===== src/rtl/reg_fifo_pkg.sv =====
// Shared definitions for the shift-register FIFO: stage-select codes and
// count-width helper.
package reg_fifo_pkg;

    localparam logic [1:0] SEL_HOLD = 2'd0;
    localparam logic [1:0] SEL_DIN  = 2'd1;
    localparam logic [1:0] SEL_NEXT = 2'd2;

    function automatic int unsigned cnt_width(input int unsigned depth);
        return $clog2(depth + 1);
    endfunction

endpackage


===== src/rtl/reg_fifo_stage.sv =====
// One FIFO storage stage: a data register plus its occupancy bit.
module reg_fifo_stage
    import reg_fifo_pkg::*;
#(
    parameter int unsigned WIDTH = 8
) (
    input  logic             clk,
    input  logic             res,
    input  logic [1:0]       sel_i,
    input  logic [WIDTH-1:0] din_i,
    input  logic [WIDTH-1:0] next_i,
    input  logic             set_v_i,
    input  logic             clr_v_i,
    output logic [WIDTH-1:0] data_o,
    output logic             v_o
);

    logic [WIDTH-1:0] data_q, data_d;
    logic             v_q, v_d;

    always_comb begin
        data_d = data_q;
        v_d    = v_q;
        case (sel_i)
            SEL_DIN:  data_d = din_i;
            SEL_NEXT: data_d = next_i;
            default:  data_d = data_q;
        endcase
        if (set_v_i) begin
            v_d = 1'b1;
        end else if (clr_v_i) begin
            v_d = 1'b0;
        end
    end

    always_ff @(posedge clk or posedge res) begin
        if (res) begin
            data_q <= '0;
            v_q    <= 1'b0;
        end else begin
            data_q <= data_d;
            v_q    <= v_d;
        end
    end

    assign data_o = data_q;
    assign v_o    = v_q;

endmodule


===== src/rtl/reg_fifo.sv =====
// Parametrised shift-register FIFO; the head is always stage 0 so dout needs
// no read mux. Flags decode the registered count; error pulses are registered.
module reg_fifo
    import reg_fifo_pkg::*;
#(
    parameter int unsigned WIDTH = 8,
    parameter int unsigned DEPTH = 4,
    parameter int unsigned AF_TH = DEPTH - 1,
    parameter int unsigned AE_TH = 1
) (
    input  logic                          clk,
    input  logic                          res,
    input  logic                          shift_in,
    input  logic [WIDTH-1:0]              din,
    input  logic                          shift_out,
    output logic [WIDTH-1:0]              dout,
    output logic                          full,
    output logic                          empty,
    output logic                          almost_full,
    output logic                          almost_empty,
    output logic [cnt_width(DEPTH)-1:0]   count,
    output logic                          overflow,
    output logic                          underflow
);

    localparam int unsigned CW = cnt_width(DEPTH);

    if (DEPTH < 2) begin : g_bad_depth
        $error("reg_fifo: DEPTH must be at least 2");
    end
    if (AF_TH > DEPTH) begin : g_bad_af
        $error("reg_fifo: AF_TH must not exceed DEPTH");
    end
    if (AE_TH >= DEPTH) begin : g_bad_ae
        $error("reg_fifo: AE_TH must be below DEPTH");
    end

    // Entry DEPTH is a permanently empty virtual stage feeding the last one.
    logic [DEPTH:0][WIDTH-1:0] data;
    logic [DEPTH:0]            v;
    logic [1:0]                sel [DEPTH];
    logic [DEPTH-1:0]          set_v, clr_v;
    logic                      rd, wr;
    logic [CW-1:0]             count_q, count_d;
    logic                      overflow_q, overflow_d;
    logic                      underflow_q, underflow_d;

    assign data[DEPTH] = '0;
    assign v[DEPTH]    = 1'b0;

    assign empty        = (count_q == '0);
    assign full         = (count_q == CW'(DEPTH));
    assign almost_full  = (count_q >= CW'(AF_TH));
    assign almost_empty = (count_q <= CW'(AE_TH));

    assign rd = shift_out & ~empty;
    assign wr = shift_in & (~full | rd);

    always_comb begin
        sel   = '{default: SEL_HOLD};
        set_v = '0;
        clr_v = '0;
        for (int unsigned i = 0; i < DEPTH; i++) begin
            if (rd) begin
                if (v[i+1]) begin
                    sel[i] = SEL_NEXT;
                end else if (wr && (CW'(i) == count_q - CW'(1))) begin
                    sel[i] = SEL_DIN;
                end else begin
                    clr_v[i] = 1'b1;
                end
            end else if (wr && (CW'(i) == count_q)) begin
                sel[i]   = SEL_DIN;
                set_v[i] = 1'b1;
            end
        end
    end

    for (genvar i = 0; i < DEPTH; i++) begin : g_stage
        reg_fifo_stage #(
            .WIDTH (WIDTH)
        ) u_stage (
            .clk     (clk),
            .res     (res),
            .sel_i   (sel[i]),
            .din_i   (din),
            .next_i  (data[i+1]),
            .set_v_i (set_v[i]),
            .clr_v_i (clr_v[i]),
            .data_o  (data[i]),
            .v_o     (v[i])
        );
    end

    always_comb begin
        count_d     = count_q + CW'(wr) - CW'(rd);
        overflow_d  = shift_in & full & ~rd;
        underflow_d = shift_out & empty;
    end

    always_ff @(posedge clk or posedge res) begin
        if (res) begin
            count_q     <= '0;
            overflow_q  <= 1'b0;
            underflow_q <= 1'b0;
        end else begin
            count_q     <= count_d;
            overflow_q  <= overflow_d;
            underflow_q <= underflow_d;
        end
    end

    assign dout      = data[0];
    assign count     = count_q;
    assign overflow  = overflow_q;
    assign underflow = underflow_q;

endmodule

===== config.mk =====
export PLATFORM = sky130hd
export DESIGN_NAME = reg_fifo
export DESIGN_NICKNAME = d
export VERILOG_FILES = /design/src/rtl/reg_fifo_pkg.sv /design/src/rtl/reg_fifo_stage.sv /design/src/rtl/reg_fifo.sv
export SDC_FILE = /design/constraint.sdc
export NUM_CORES = 1
export LEC_CHECK = 0
export ABC_AREA = 0
export BUFFER_PORTS_ARGS = -buffer_cell sky130_fd_sc_hd__buf_2
export CORE_MARGIN = 1
export CORE_UTILIZATION = 40
export CTS_BUF_LIST = sky130_fd_sc_hd__clkbuf_8 sky130_fd_sc_hd__clkbuf_16
export DETAILED_ROUTE_END_ITERATION = 10
export PLACE_DENSITY = 0.6
export REMOVE_ABC_BUFFERS = 1
export SLEW_MARGIN = 20
export SYNTH_ARGS = -nofsm -noshare
export SYNTH_HDL_FRONTEND = slang
export SYNTH_HIERARCHICAL = 1
export SYNTH_SLANG_ARGS = --single-unit
export TNS_END_PERCENT = 30

===== constraint.sdc =====
create_clock -name clk -period 2.4 [get_ports clk]
set_clock_uncertainty 0.15 [all_clocks]
set_input_delay 0.24 -clock clk [delete_from_list [all_inputs] [get_ports clk]]
set_output_delay 0.24 -clock clk [all_outputs]
set_load 0.005 [all_outputs]

==> flow_metrics.tcl, run 1 <==
set metrics [dict create \
    status "completed" \
    final_hold_viol_count 0 \
    ir_drop_uv 321.1 \
    endpoint_kind "flop" \
    critPathArrivalTime_ns 2.17 \
    initial_utilization_pct 41.43 \
    place_congestion 0.7710 \
    drive_gt1_share_pct 18.75 \
    overflow 0 \
    cts-root-buf "clkbuf_8" \
    routed_wl_um 3941 \
    die_x_um 77.29 \
    route.vias.total 1517 \
    rows 27 \
    grt_pass1_wl_um 6900 \
    vias_per_cell 4.625 \
    n_antenna_cell 0 \
    dpl_cell_area_um2 2421 \
    slowest_delay_ns 0.56 \
    cts_sinks 40 \
    syn_area_per_cell_um2 10.21 \
    clock_path_buffers 2 \
    final_antenna_net_count 0 \
    max_cap_violations 0 \
    leakagePower_nw 1.202 \
    hold_path_class "in -> reg" \
    tns_ns 0 \
    areaGrowthSynthToFinish_pct 10.87 \
    grt_pass1_vias 1470 \
    dr.pass1.iters 4 \
    synth.cell_area_um2 2267 \
    dieArea_um2 5973 \
    port_buffers 28 \
    design_area_um2 2514 \
    power_w 0.002666 \
    postCtsSetupBuffers 0 \
    path_clk_slew_ns 0.08 \
    track_usage_pct 14.66 \
    cts_htree_levels 2 \
    nets 277 \
    report.final.slew_viol_count 0 \
    grt_max_degree 22 \
    coreArea_um2 5473 \
    cp.required_ns 2.41 \
    dieHeight_um 77.29 \
    slowest_stage "ha_1" \
    synth_cells 222 \
    cts_tree "done" \
    p_per_area_nw_per_um2 1060 \
    antenna_found_initial 0 \
    cts_buffers 5 \
    drc 0 \
    drt_iter0_drc 99 \
    path_max_fanout 16 \
    drt-wirelength-per-cell_um 12.02 \
    rsz0062_at_grt "no" \
    hpwl_um 2976 \
    fin_crit_sh_pct 90.03 \
    clock.fmax_mhz 462.8 \
    clkLatencyLatePin_ns 0.29 \
    fin_crit_ns 2.161 \
    setup_viol_count_final 0 \
    crit_chain "or3_4, and3_1, ha_1, o21ai_1" \
    criticalPathCategory "reg -> reg" \
    ys_warn_count 6 \
    start_kind "flop" \
    boundaryPins 29 \
]
## state kept, by name, summed over array words and instances, names as in the netlist
signal,flops
count,3
g_stage.u_stage/data_o,32
g_stage.u_stage/v_o,3
overflow,1
underflow,1
## stage by stage
| stage | setup slack (ns) | hold slack [ns] | util (%) | cells |
|---|---|---|---|---|
| final | 0.2393 | 0.1366 | 45.93 | 328 |
| after global routing | 0.06277 | 0.1435 | 45.93 | 328 |
| after CTS | 0.1585 | 0.1239 | 45.91 | 328 |
| after detailed placement | 0.1887 | 0.05704 | 44.24 | 320 |
| after global placement | 0.1929 | 0.05812 | 44.24 | 320 |
| after floorplan | 0.3059 | -0.1315 | - | 216 |
## final cells by class
type	count	area, um^2
fillers	547	2959
multi-input cells	156	1085
flip-flops and latches	40	1002
repair buffers	33	180.2
well taps	72	90.09
inverters	20	75.07
clock buffers	5	68.82
clock inverters	2	12.51
## placed cells by master (no fill, tap or decap), drive strengths merged
| cell | count |
|---|---|
| a2111oi | 1 |
| clkinv | 1 |
| nor2b | 1 |
| o2111a | 1 |
| nand4bb | 3 |
| a21oi | 2 |
| dfrtp | 40 |
| nor2 | 3 |
| a21boi | 1 |
| inv | 20 |
| dlygate4sd3 | 1 |
| nor4b | 2 |
| o311a | 1 |
| buf | 32 |
| o21ai | 33 |
| a211oi | 1 |
| fa | 1 |
| conb | 9 |
| nor4 | 1 |
| clkbuf | 5 |
| and3 | 4 |
| or3b | 1 |
| clkinvlp | 1 |
| o211a | 1 |
| or2 | 1 |
| a22o | 1 |
| mux2i | 32 |
| nand2 | 35 |
| and2 | 1 |
| a21o | 3 |
| or3 | 1 |
| ha | 8 |
| xor2 | 1 |
| nor3 | 2 |
| nand2b | 3 |
| nand3b | 1 |
| a311oi | 1 |
## final timing paths
path / from / end / slack, ns / depth (start not counted)
min reg2reg: g_stage[0].u_stage/data_o[7]$_DFFE_PP0P_ / g_stage[0].u_stage/data_o[7]$_DFFE_PP0P_ / 0.33 / 2
min in group asynchronous: res / count[1]$_DFF_PP0_ / 0.29 / 3
max in group asynchronous: res / g_stage[1].u_stage/data_o[2]$_DFFE_PP0P_ / 1.50 / 3
max reg2reg: count[1]$_DFF_PP0_ / g_stage[1].u_stage/data_o[5]$_DFFE_PP0P_ / 0.24 / 4
min: din[1] / g_stage[2].u_stage/data_o[1]$_DFFE_PP0P_ / 0.14 / 3
max: count[1]$_DFF_PP0_ / g_stage[1].u_stage/data_o[5]$_DFFE_PP0P_ / 0.24 / 4
## metal layers
metal  part of all wire (%)  GRT usage, %  up-vias
met5                      0             0        -
met2                     42         19.73       19
met4                    1.9         6.792        0
met3                    2.4         3.333        5
li1                       -             -      814
met1                     54         21.85      679
## critical path: cells and delay by family, from the launching register on
family	cells	cell delay, ns
AO/OA/AOI/OAI	1	0.14
adder cells (fa/ha/maj)	1	0.56
flip-flops	1	0.50
AND/OR/NAND/NOR	2	0.68
## power by group
group          switching, W  internal [W]
clock network      0.000225      0.000197
registers          0.000209      0.000959
logic              0.000557      0.000519
total              0.000991       0.00167
## what timing repair did
item                                    4_1_cts  5_1_grt
hold buffers                                  1        0
endpoints found under the setup margin        0        5
resized for setup                             0        1
endpoints found under the hold margin        40        0
Power figures use the tool's default switching activity.
==> run 2: changes to the inputs <==
--- a/config.mk
+++ b/config.mk
@@ -7,10 +7,12 @@
 export LEC_CHECK = 0
 export ABC_AREA = 0
 export BUFFER_PORTS_ARGS = -buffer_cell sky130_fd_sc_hd__buf_2
+export CORE_ASPECT_RATIO = 1.2
 export CORE_MARGIN = 1
 export CORE_UTILIZATION = 40
 export CTS_BUF_LIST = sky130_fd_sc_hd__clkbuf_8 sky130_fd_sc_hd__clkbuf_16
 export DETAILED_ROUTE_END_ITERATION = 10
+export GPL_TIMING_DRIVEN = 0
 export PLACE_DENSITY = 0.6
 export REMOVE_ABC_BUFFERS = 1
 export SLEW_MARGIN = 20
==> constraint.sdc (replaced) <==
create_clock -name clk -period 2.02 [get_ports clk]
set_clock_uncertainty 0.15 [all_clocks]
set_input_delay 0.202 -clock clk [delete_from_list [all_inputs] [get_ports clk]]
set_output_delay 0.202 -clock clk [all_outputs]
set_load 0.005 [all_outputs]
==> run 2 against run 1 <==
  * Utilization increased by 2.3 points
  * Clock-buffer cell count unchanged
  * Power increased by 25%
  * Non-clock buffer count increased by 5
  * Register-to-register slack got worse by 0.24 ns
  * Largest cell class unchanged
  * The flow now finishes with violations (setup timing)
  * Routed wire length increased by 2.6%
==> flow_metrics.tcl, run 2 (synthesis gave the netlist of run 1 again) <==
set metrics [dict create \
    drt_iter0_drc 41 \
    hpwl_um 2852 \
    start_kind "flop" \
    boundaryPins 29 \
    drc 0 \
    endpoint_kind "flop" \
    setup_viol_count_final 1 \
    clock.fmax_mhz 494.3 \
    grtUsageMet3_pct 2.641 \
    vias_per_cell 4.743 \
    ir_drop_uv 418.6 \
    overflow 0 \
    largest_reg_flops 32 \
    dieHeight_um 84.47 \
    path_max_fanout 9 \
    coreArea_um2 5370 \
    layout_commonest_cell "dfrtp_1" \
    cts_buffers 5 \
    final_antenna_net_count 0 \
    route.vias.total 1532 \
    criticalPathCategory "reg -> reg" \
    fillers 522 \
    nets 282 \
    met2_usage_pct 22.90 \
    fin_crit_ns 2.023 \
    hold_path_class "in -> reg" \
    clock_path_buffers 2 \
    cts_sinks 40 \
    met1_usage_pct 20.92 \
    final_util_pct 48.21 \
    layout_common_cells "dfrtp_1, nand2_1, mux2i_1, o21ai_1, buf_2" \
    place_congestion 0.7355 \
    leakagePower_nw 1.231 \
    drt-wirelength-per-cell_um 12.51 \
    antenna_found_initial 0 \
    stdcell_count 323 \
    areaGrowthSynthToFinish_pct 14.18 \
    report.final.slew_viol_count 0 \
    cts-root-buf "clkbuf_8" \
    cp.required_ns 2.05 \
    die_x_um 70.73 \
    critPathArrivalTime_ns 2.05 \
    worst_hold_slack_ns 0.1010 \
    violations "setup timing" \
    grt_max_degree 22 \
    status "finished, violations left" \
    final_hold_viol_count 0 \
    setup_slack_ns -0.002888 \
    grt_pass1_wl_um 7196 \
    cts_htree_levels 2 \
    routed_wl_um 4042 \
    max_cap_violations 0 \
    drive_gt1_share_pct 22.99 \
    power_w 0.003335 \
    initial_utilization_pct 42.22 \
    rsz0062_at_grt "yes" \
    dieArea_um2 5974 \
    dpl.cell_count 306 \
    track_usage_pct 15.17 \
    rows 29 \
    dr.pass1.iters 4 \
    n_antenna_cell 0 \
    cts_tree "done" \
    fin_crit_sh_pct 100.1 \
    grt-busiest-layer "met2" \
    grt_pass1_vias 1564 \
    p_per_area_nw_per_um2 1288 \
    clkLatencyLatePin_ns 0.29 \
    tns_ns -0.002888 \
    port_buffers 28 \
    path_clk_slew_ns 0.08 \
]
==> run 2: worst max-delay path, cell delays in order, from the launching register on <==
cell and delay, ns:
dfrtp_2 0.47, o211a_1 0.25, a311oi_2 0.25, ha_1 0.18, inv_1 0.05, fa_1 0.39
xor2_1 0.17
==> run 2: stage by stage <==
| step | worst slack [ns] | instance area, um^2 |
|---|---|---|
| floorplan | -0.07412 | 2161 |
| global placement | -0.2889 | 2379 |
| detailed placement | -0.3056 | 2379 |
| CTS | -0.01015 | 2556 |
| global route | -0.07650 | 2589 |
| finish | -0.002888 | 2589 |
==> run 2: worst paths after layout <==
path	start	to	slack [ns]	cells past startpoint
max	count[1]$_DFF_PP0_	count[2]$_DFF_PP0_	-0.003	6
min	din[6]	g_stage[2].u_stage/data_o[6]$_DFFE_PP0P_	0.10	3
max reg2reg	count[1]$_DFF_PP0_	count[2]$_DFF_PP0_	-0.003	6
min reg2reg	g_stage[0].u_stage/data_o[0]$_DFFE_PP0P_	g_stage[0].u_stage/data_o[0]$_DFFE_PP0P_	0.34	2
max in group asynchronous	res	g_stage[3].u_stage/data_o[1]$_DFFE_PP0P_	1.14	3
min in group asynchronous	res	overflow$_DFF_PP0_	0.24	3
==> run 2: per-layer routing <==
metal  routed length [um]  vias up
met2                 1753       23
met5                    0        -
met4                   70        0
li1                     -      819
met1                 2098      682
met3                  120        8
==> run 2: layout make-up <==
class	instances	area, um^2	share of cell area, %
sequential	40	1005	38.81
tap	62	77.57	2.997
clock buffer	5	68.82	2.658
inverter	20	75.07	2.900
clock inverter	2	12.51	0.4833
multi-input combinational	156	1132	43.74
timing repair buffer	38	217.7	8.410
==> run 2: timing repair <==
action | CTS | global route
setup buffers | 9 | 0
pin swaps | 0 | 0
setup endpoints to repair | 35 | 34
hold buffers | 1 | 0
hold endpoints to repair | 40 | 0
resized for setup | 8 | 4
==> run 2: report_power, final <==
group,total (W),internal [W],switching (W)
registers,0.00137,0.00114,0.000228
clock network,0.000502,0.000234,0.000269
logic,0.00146,0.000741,0.000720
total,0.00334,0.00212,0.00122
